### src/rtl/gpio_msg_queue.sv
// gpio_msg_queue: TX message FIFO feeding a handshake link, plus a single-entry
// RX capture register fed by an asynchronous "received" strobe from the link.
module gpio_msg_queue #(
   parameter int WIDTH = 128,
   parameter int DEPTH = 4
) (
   input  logic                     clock,
   input  logic                     reset_n,
   input  logic                     tx_valid,
   input  logic [WIDTH-1:0]         tx_data,
   output logic                     tx_ready,
   output logic                     link_data_ready,
   output logic [WIDTH-1:0]         link_message_out,
   input  logic                     link_done,
   input  logic                     link_received,
   input  logic [WIDTH-1:0]         link_message_in,
   output logic                     rx_valid,
   output logic [WIDTH-1:0]         rx_data,
   input  logic                     rx_ready,
   output logic [$clog2(DEPTH):0]   tx_count,
   output logic                     rx_overflow
);

   localparam int PW = $clog2(DEPTH);
   localparam int CW = PW + 1;
   localparam logic [CW-1:0] FULL = CW'(DEPTH);

   typedef enum logic [1:0] {
      IDLE    = 2'd0,
      SEND    = 2'd1,
      RELEASE = 2'd2
   } state_t;

   state_t            state;
   logic [WIDTH-1:0]  mem [DEPTH];
   logic [PW-1:0]     rd_ptr;
   logic [PW-1:0]     wr_ptr;
   logic [PW-1:0]     rd_ptr_next;
   logic [CW-1:0]     count_next;
   logic [WIDTH-1:0]  head_next;
   logic              push;
   logic              pop;

   logic              rx_sync1;
   logic              rx_sync2;
   logic              rx_prev;
   logic              capture;

   // Handshake decode, next pointer/count, and the entry that will sit at the head
   always_comb begin
      push        = tx_valid && tx_ready;
      pop         = (state == SEND) && link_done;
      rd_ptr_next = pop ? rd_ptr + PW'(1) : rd_ptr;
      count_next  = tx_count;
      case ({push, pop})
         2'b10:   count_next = tx_count + CW'(1);
         2'b01:   count_next = tx_count - CW'(1);
         default: count_next = tx_count;
      endcase
      // A word being written into the slot that becomes the head is not in mem yet,
      // so forward it straight from the input.
      if (push && (wr_ptr == rd_ptr_next)) begin
         head_next = tx_data;
      end else begin
         head_next = mem[rd_ptr_next];
      end
      capture = rx_sync2 && !rx_prev;
   end

   // FIFO storage; contents are deliberately left untouched by reset
   always_ff @(posedge clock) begin
      if (push) begin
         mem[wr_ptr] <= tx_data;
      end
   end

   // Pointers, occupancy, push-side ready and the registered head word
   always_ff @(posedge clock or negedge reset_n) begin
      if (!reset_n) begin
         rd_ptr           <= '0;
         wr_ptr           <= '0;
         tx_count         <= '0;
         tx_ready         <= 1'b0;
         link_message_out <= '0;
      end else begin
         if (push) begin
            wr_ptr <= wr_ptr + PW'(1);
         end
         rd_ptr           <= rd_ptr_next;
         tx_count         <= count_next;
         tx_ready         <= (count_next != FULL);
         link_message_out <= head_next;
      end
   end

   // TX sequencer: data_ready rises with entry to SEND, falls on done, then one
   // RELEASE cycle plus the IDLE cycle give the link two low cycles to rewind
   always_ff @(posedge clock or negedge reset_n) begin
      if (!reset_n) begin
         state           <= IDLE;
         link_data_ready <= 1'b0;
      end else begin
         case (state)
            IDLE: begin
               if (tx_count != '0) begin
                  state           <= SEND;
                  link_data_ready <= 1'b1;
               end
            end
            SEND: begin
               if (link_done) begin
                  state           <= RELEASE;
                  link_data_ready <= 1'b0;
               end
            end
            RELEASE: begin
               state           <= IDLE;
               link_data_ready <= 1'b0;
            end
            default: begin
               state           <= IDLE;
               link_data_ready <= 1'b0;
            end
         endcase
      end
   end

   // Two-flop synchroniser for the asynchronous received flag plus edge-detect history
   always_ff @(posedge clock or negedge reset_n) begin
      if (!reset_n) begin
         rx_sync1 <= 1'b0;
         rx_sync2 <= 1'b0;
         rx_prev  <= 1'b0;
      end else begin
         rx_sync1 <= link_received;
         rx_sync2 <= rx_sync1;
         rx_prev  <= rx_sync2;
      end
   end

   // RX holding register: capture beats a simultaneous accept; a capture into an
   // unread, unaccepted slot is dropped and latched as a sticky overflow
   always_ff @(posedge clock or negedge reset_n) begin
      if (!reset_n) begin
         rx_valid    <= 1'b0;
         rx_data     <= '0;
         rx_overflow <= 1'b0;
      end else begin
         if (capture) begin
            if (!rx_valid || rx_ready) begin
               rx_data  <= link_message_in;
               rx_valid <= 1'b1;
            end else begin
               rx_overflow <= 1'b1;
            end
         end else if (rx_valid && rx_ready) begin
            rx_valid <= 1'b0;
         end
      end
   end

endmodule
### config.mk
export PLATFORM = sky130hd
export DESIGN_NAME = gpio_msg_queue
export DESIGN_NICKNAME = d
export VERILOG_FILES = /design/src/rtl/gpio_msg_queue.sv
export SDC_FILE = /design/constraint.sdc
export NUM_CORES = 1
export LEC_CHECK = 0
export CAP_MARGIN = 10
export CELL_PAD_IN_SITES_DETAIL_PLACEMENT = 1
export CELL_PAD_IN_SITES_GLOBAL_PLACEMENT = 1
export CORE_ASPECT_RATIO = 1.5
export CORE_MARGIN = 2
export CORE_UTILIZATION = 43
export CTS_BUF_LIST = sky130_fd_sc_hd__clkbuf_4 sky130_fd_sc_hd__clkbuf_8
export CTS_CLUSTER_SIZE = 16
export DETAILED_ROUTE_END_ITERATION = 6
export GPL_ROUTABILITY_DRIVEN = 0
export HOLD_SLACK_MARGIN = 0.02
export PLACE_DENSITY = 0.9
export SYNTH_ARGS = -nofsm -noshare
export SYNTH_HDL_FRONTEND = slang
export SYNTH_SLANG_ARGS = --single-unit
### constraint.sdc
create_clock -name clock -period 3.9 [get_ports clock]
set_input_delay 0.78 -clock clock [delete_from_list [all_inputs] [get_ports clock]]
set_output_delay 0.78 -clock clock [all_outputs]
set_load 0.05 [all_outputs]
Yosys cells after proc, flatten, opt, wreduce, memory -nomap -nowiden
Memories as Yosys holds them, arrays and structs flattened. A register that Yosys moved wholly into a read port is not among the register bits.
Cells that the tools add are included.

storage, ports and cells
  flip-flop bits (word level) = 144
  bits in latches = 0
  bits in writable memories = 512
  bits in read-only memories = 0
  input port bits = 262
  output and inout port bits = 263
  word-level logic and storage cells = 53
  memories kept = 1

cells by class
  add/sub/neg operators = 4
  multiply operators = 0
  divide/modulo/power cells = 0
  magnitude comparators = 0
  equality and inequality tests = 7
  shift-type cells = 0
  multiplexer cells = 13
  bitwise operators = 1
  reduce and logical (&&, ||, !) cells = 15

memories
  memory  depth  width  rd ports  clocked after memory_dff  wr ports  line  source
  mem     4      128    1         1                         1         35    logic [WIDTH-1:0] mem [DEPTH];

operators by type and width
  kind                 count
  $reduce_and 2->1     4
  $mux 1               7
  $mux 2               3
  $pmux 3 s2           1
  $add 2x1->2 const B  2
  $eq 2x1->1 const B   2
  $logic_and 1x1->1    4
  $ne 2x2->1 const B   2
  $pmux 2 s2           1
  $add 3x1->3 const B  1
  $logic_not 1->1      3
  $ne 3x3->1 const B   1
  $reduce_bool 3->1    1
  $sub 3x1->3 const B  1
  $eq 2x2->1 const B   1
  $logic_not 2->1      1
  $ne 2x1->1 const B   1
  $pmux 1 s2           1
  $reduce_bool 2->1    1
  $logic_or 1x1->1     1
  $not 1->1            1

Logic depth before layout (Yosys ltp)
Gate-level depths: netlist of the first run.

  depth after elaboration = 5
  mapped depth = 11

Worst setup path after synthesis of the first run
No wires, ideal clock.

  path kind = input-to-reg
  start = input tx_valid
  end = memory mem[0][0] (enable)
  arrival time = 3,777 ps
  required time = 3,397 ps
  slack = -380 ps
  stages = 1
  cell sequence = and3_1

between the ends
  word-level cells in the longest chain between the ends = 3

RTL lines
  element                       line  source
  start, declared               9     input logic tx_valid,
  $logic_and 1x1->1             51    push = tx_valid && tx_ready;
  $mux 1                        72    if (push) begin
  $mux 1 (implied by the code)  73    mem[wr_ptr] <= tx_data;
  end, declared                 35

Every way passes these cells.

Final worst setup path of the first run
  start = register link_message_out[39], read port of mem
  end = output link_message_out[39]

RTL lines
  element          line  source
  start, declared  13    output logic [WIDTH-1:0] link_message_out,

No word-level cell between the ends.

==> summary.md, run 1 <==
| Metric | Value |
|---|---|
| Number of fillers in the final layout | 7364 |
| Yosys top cell area share | 0.446 |
| Die area | 82600 sq um |
| Comb pwr share | 0.438 |
| Fin cells | 3699 |
| Layout Utilization | 0.547 |
| Setup violators final | 0 |
| Critical Path Source | link_message_out[39] |
| Placed cell count | 3463 |
| Cell area after synthesis | 34500 sq um |
| Worst slew margin | 0.320 |
| Drt first pass iters | 4 |
| Most frequent cell after synthesis | mux2i_1 |
| Register area share after synthesis | 0.642 |
| Post-CTS Repair Setup Buffers | 0 |
| Area leader, netlist | edfxtp_1 |
| Total wire length | 96100 um |
| FFs w/ async S/R, synth | 0.346 |
| Peak VDD IR | 0.584 mV |
| Worst hold margin | 364 ps |
| Hold WC Path Type | reg2reg |
| Design area | 43600 sq um |
| Net Sw Frac | 0.386 |
| Top cells by area, synth | edfxtp_1 45%, dfrtp_1 20%, mux2i_1 19%, mux4_2 8.4%, mux2_1 4.2% |
| Drt drc | 0 |
| Clock Sink Count | 783 |
| Fin crit period | 3050 ps |
| Core Box Area | 79800 sq um |
| Via density | 5.37 |
| Footprint of the multi-input gates | 11100 sq um |
| Arr. time, crit path | 2270 ps |
| Worst r2r src | rd_ptr[0] |
| Post-Place Cell Area | 41000 sq um |
| Ratio of cells with drive above 1 in the final layout | 0.153 |
| CP cell instances | clkdlybuf4s50_1 |
| Critical Path Fanout Max | 1 |
| Mapped Avg Cell Area | 17.5 sq um |
| Crit path max-delay family | buffers and inverters |
| Leakage | 17.1 nW |
| Clock share of power | 0.210 |
| Layout Nets | 2819 |
| ANT nets after route | 0 |
| Resized cells post-CTS | 0 |
| Clk Latency, worst-skew pair | 830 ps |
| Initial antenna violation count | 25 |
| Vias in the first global route | 23029 |
| Sequential power share | 0.352 |
| RSZ-0062 raised after global routing | no |
| R2r setup slk | 1290 ps |
| Clk_skew | 44.3 ps |
| All-Layer GR Usage | 0.232 |
| CP max-delay cell | clkdlybuf4s50_1 |
| WL/cell | 26.0 um |
| Number of synthesis warnings | 0 |
| Starting DRT DRC Count | 1110 |
| H-tree Lvls | 3 |
| Final total power | 34.8 mW |
| Initial cell density of the core | 0.432 |
| First-pass GRT wire length | 144000 um |
| Final hold viol count | 0 |
| Worst endpoint required time | 3120 ps |
| Most used DFF post-synth | edfxtp_1 |
| Pre-CTS WS | 611 ps |
| PwrDens | 798 nW/um^2 |
| Io pins | 525 |
| CTS Root Cell | clkbuf_8 |
| Number of enable flip-flop cells after synthesis | 512 |
| CP max stage delay | 1010 ps |
| Psw | 13.4 mW |
| Critical Path Sink Type | output port |
| Post-synthesis register bit count | 783 |
| F_max | 328 MHz |
| Die X | 235 um |
| Setup TNS | 0 ps |
| Yosys cell types | 31 |
| Die height | 351 um |
| Gr ovfl total | 0 |
| Top post-synthesis cells by count | 641 x mux2i_1, 512 x edfxtp_1, 271 x dfrtp_1 |
| Slew @ Worst Pin | 1020 ps |
| Register area | 22200 sq um |
| Rows | 127 |
| Area growth from synthesis to final layout | 26.4% |
| Mapped Cells | 1968 |
| Crit Path Category | reg2out |
| Final WS setup | 854 ps |
| Slew Viols, Final | 0 |
| Int Pwr | 21.4 mW |
| Syn Nets | 2236 |
| Hold path startpoint | rx_sync1 |
| Status | finished, final reports clean |
| CTS tree | yes |
| DR vias | 19865 |
| CTS clk-pin slew, worst paths | 70 ps |
| Clk buf depth | 3 |
| Crit path buffers/inverters | 1 |
| CP startpoint kind | register |
| Post-route clock period utilization | 0.781 |
| # port buffers | 524 |
| Max cap viols | 0 |
| Pin count of the biggest net entering global routing | 138 |
| CTS buffer count | 117 |
| DP HPWL | 63400 um |
| Hold_buf cts | 1 |
registers in the layout, indices dropped and copies added (netlist names):
name              flops
rx_overflow           1
state                 2
link_message_out    128
rx_prev               1
mem                 512
rx_data             128
rx_sync1              1
wr_ptr                2
tx_count              3
rx_valid              1
rd_ptr                2
rx_sync2              1
tx_ready              1
worst paths after layout:
path,cells past startpoint,end
max,1,link_message_out[39]
min,0,rx_sync2
max reg2reg,4,link_message_out[24]
min reg2reg,0,rx_sync2
max in group asynchronous,3,link_message_out[32]
min in group asynchronous,2,state[0]
logic make-up (layout without fill, tap and decap cells):
| kind of cell | after synthesis | after routing | share of synthesized area |
|---|---|---|---|
| xor gates and xnor gates | 8 | 8 | 0.00203 |
| DFF | 783 | 783 | 0.642 |
| other | 0 | 18 | 0 |
| buffers and inverters | 251 | 932 | 0.0378 |
| AOI/OAI and AO/OA | 6 | 6 | 0.00112 |
| adders and majority gates | 6 | 6 | 0.00239 |
| and+or+nand+nor | 16 | 16 | 0.00265 |
| muxes | 898 | 898 | 0.312 |
layout make-up:
cell class / count / share of cell area
inverters: 136 / 0.0117
diodes: 18 / 0.00103
flip-flops and latches: 783 / 0.508
well taps: 1032 / 0.0296
clock inverters: 23 / 0.00554
repair buffers: 579 / 0.136
multi-input cells: 934 / 0.254
clock buffers: 194 / 0.0535
power by group through the flow:
stage	Sequential, mW	Combinational, mW	Clock [mW]
6_report	12.3	15.3	7.30
5_1_grt	12.4	16.0	7.80
4_1_cts	12.3	15.4	7.48
3_5_place_dp	12.4	15.3	0
3_3_place_gp	12.2	14.6	0
2_1_floorplan	15.3	7.51	0
layer usage:
layer / wire length, um / up-vias / GRT usage / share of wire
li1: - / 8690 / - / -
met1: 34200 / 10268 / 0.239 / 0.36
met2: 51900 / 688 / 0.435 / 0.54
met3: 5420 / 205 / 0.0518 / 0.056
met4: 4460 / 14 / 0.131 / 0.046
met5: 93 / - / 0 / 0.00097
layout by cell type, fill, tap and decap left out, types with 9 or more instances in the layout:
cell and instances:
mux2i_1 641, mux2_1 129, clkinv_2 9, clkdlybuf4s50_1 523, edfxtp_1 512, clkbuf_4 54
buf_4 32, mux4_2 128, buf_12 22, clkbuf_8 140, inv_1 135, dfrtp_1 269
diode_2 18
No activity file was read; power rests on OpenSTA's default activity.
==> run 2, diff against run 1 <==
- CORE_UTILIZATION: 43 -> 48
- PLACE_DENSITY: 0.9 -> 0.94
- clock period: 3.9 -> 2.9 ns (I/O delays scaled with it)
==> run 2 against run 1 <==
Against the previous run:
- final cell count decreased by 2.6%
- worst hold slack got worse by 11 ps
- clock skew increased by 15 ps
- global-route usage increased by 5.2 points
- highest routed layer unchanged
- flip-flop and latch count unchanged
==> summary.md, run 2 (synthesis results as in run 1) <==
| Metric | Value |
|---|---|
| Post-CTS Repair Setup Buffers | 0 (unchanged) |
| Crit Path Category | reg2out (unchanged) |
| Die X | 223 um (was 235 um) |
| Io pins | 525 (unchanged) |
| CTS clk-pin slew, worst paths | 70 ps (about the same) |
| Clock Sink Count | 783 (unchanged) |
| CP max-delay cell | clkdlybuf4s50_1 (unchanged) |
| Drt drc | 0 (unchanged) |
| Max cap viols | 0 (unchanged) |
| Crit path max-delay family | buffers and inverters (unchanged) |
| Drt first pass iters | 5 (was 4) |
| Hold Path Cell Cnt | 0 (unchanged) |
| R2R cell count | 4 (unchanged) |
| Hold Path End | rx_sync2 (unchanged) |
| DR vias | 20400 (was 19865) |
| Layout Utilization | 0.613 (was 0.547) |
| Final hold viol count | 0 (unchanged) |
| Area growth from synthesis to final layout | 26.8% (was 26.4%) |
| Hold WC Path Type | reg2reg (unchanged) |
| PwrDens | 1080 nW/um^2 (was 798 nW/um^2) |
| Initial cell density of the core | 0.484 (was 0.432) |
| Status | finished, final reports clean (unchanged) |
| Worst slew margin | 0.352 (was 0.320) |
| Setup TNS | 0 ps (unchanged) |
| Die height | 332 um (was 351 um) |
| Final WS setup | 57.5 ps (was 854 ps) |
| # port buffers | 524 (unchanged) |
| R2r setup slk | 440 ps (was 1290 ps) |
| Commonest non-fill, non-tap cell in the layout | mux2i_1 (unchanged) |
| Worst endpoint required time | 2320 ps (was 3120 ps) |
| Total wire length | 105000 um (was 96100 um) |
| First-pass GRT wire length | 155000 um (was 144000 um) |
| Worst hold margin | 353 ps (was 364 ps) |
| Slew @ Worst Pin | 972 ps (was 1020 ps) |
| Starting DRT DRC Count | 1027 (was 1110) |
| Peak VDD IR | 0.726 mV (was 0.584 mV) |
| ANT nets after route | 0 (unchanged) |
| Clk Latency, worst-skew pair | 780 ps (was 830 ps) |
| Slew Viols, Final | 0 (unchanged) |
| All-Layer GR Usage | 0.284 (was 0.232) |
| Die area | 74100 sq um (was 82600 sq um) |
| Initial antenna violation count | 28 (was 25) |
| Worst r2r src | rd_ptr[0] (unchanged) |
| Pin count of the biggest net entering global routing | 130 (was 138) |
| CTS buffer count | 113 (was 117) |
| CP max stage delay | 1030 ps (was 1010 ps) |
| Max FFs per register | 512 (unchanged) |
| DP HPWL | 70700 um (was 63400 um) |
| Critical Path Fanout Max | 1 (unchanged) |
| CP startpoint kind | register (unchanged) |
| CTS Root Cell | clkbuf_8 (unchanged) |
| Fin crit period | 2840 ps |
| Hold path startpoint | rx_sync1 (unchanged) |
| Core Box Area | 71300 sq um (was 79800 sq um) |
| Post-route clock period utilization | 0.980 |
| Clk buf depth | 3 (unchanged) |
| Number of fillers in the final layout | 6324 (was 7364) |
| F_max | 352 MHz |
| Largest registers | mem x512, link_message_out x128, rx_data x128 (unchanged) |
| Clk_skew | 59.3 ps (was 44.3 ps) |
| RSZ-0062 raised after global routing | no (unchanged) |
| H-tree Lvls | 3 (unchanged) |
| WL/cell | 29.2 um (was 26.0 um) |
| Setup violators final | 0 (unchanged) |
| Rows | 120 (was 127) |
| RR Endpoint | link_message_out[22] (was link_message_out[24]) |
| Via density | 5.66 (was 5.37) |
| Largest register by flop count | mem (unchanged) |
| Gr ovfl total | 0 (unchanged) |
| CTS tree | yes (unchanged) |
| CP cell instances | clkdlybuf4s50_1 (unchanged) |
| Crit path buffers/inverters | 1 (unchanged) |
| Pre-CTS WS | -61.0 ps (was 611 ps) |
| Layout Nets | 2837 (was 2819) |
| Leakage | 17.2 nW (was 17.1 nW) |
| Vias in the first global route | 23486 (was 23029) |
| Arr. time, crit path | 2260 ps (was 2270 ps) |
| Ratio of cells with drive above 1 in the final layout | 0.157 (was 0.153) |
| Most frequent cells in the layout | 641 x mux2i_1, 522 x clkdlybuf4s50_1, 512 x edfxtp_1 (was 641 x mux2i_1, 523 x clkdlybuf4s50_1, 512 x edfxtp_1) |
| Critical Path Sink Type | output port (unchanged) |
-- run 2: changes by cell type in the layout (fill, tap and decap cells not counted), moves of 3 or more --
cell and delta:
buf_12 +17, clkbuf_8 -11, clkbuf_4 -8, clkinv_2 +7
clkinv_1 +6, buf_4 +5, clkinvlp_4 +3
-- run 2: area by class of cell --
class	count	area (sq um)	area share
sequential	783	22200	0.507
multi-input combinational	934	11100	0.253
timing repair buffer	601	6320	0.145
clock buffer	175	2120	0.0485
tap	915	1140	0.0262
inverter	136	510	0.0117
clock inverter	40	354	0.00810
antenna	18	45.0	0.00103
-- run 2: worst max-delay path by stage --
stage | start | endpoint | slack (ps) | cells after the start
floorplan | tx_ready | mem[0][0] | 90 | 1
global placement | link_done | tx_ready | 60 | 10
detailed placement | link_done | tx_ready | -60 | 10
CTS | link_message_out[33] | link_message_out[33] | 20 | 1
global route | link_message_out[39] | link_message_out[39] | 40 | 1
finish | link_message_out[39] | link_message_out[39] | 60 | 1
-- run 2: power breakdown --
group | internal, mW | total, mW | switching [mW]
sequential | 14.9 | 16.6 | 1.75
clock | 5.13 | 9.56 | 4.43
combinational | 8.70 | 21.2 | 12.5
-- run 2: repair_timing --
action | CTS | global route
endpoints found under the hold margin | 56 | 0
endpoints found under the setup margin | 0 | 1
hold buffers | 1 | 0
resized for setup | 0 | 1
-- run 2: metal layers --
metal	vias to the layer above	global-route usage	wire, um
met1	10612	0.293	35300
met2	788	0.505	55700
met3	241	0.0815	7560
met5	-	0	132
met4	20	0.177	6580
li1	8739	-	-
-- run 2: stage by stage --
| stage | cell area [sq um] | cells | total power [mW] |
|---|---|---|---|
| after detailed placement | 41200 | 3368 | 37.7 |
| final | 43700 | 3602 | 47.4 |
| after global routing | 43700 | 3602 | 49.1 |
| after CTS | 43700 | 3584 | 47.6 |
| after floorplan | 34500 | 1968 | 30.7 |
| after global placement | 41200 | 3368 | 36.4 |
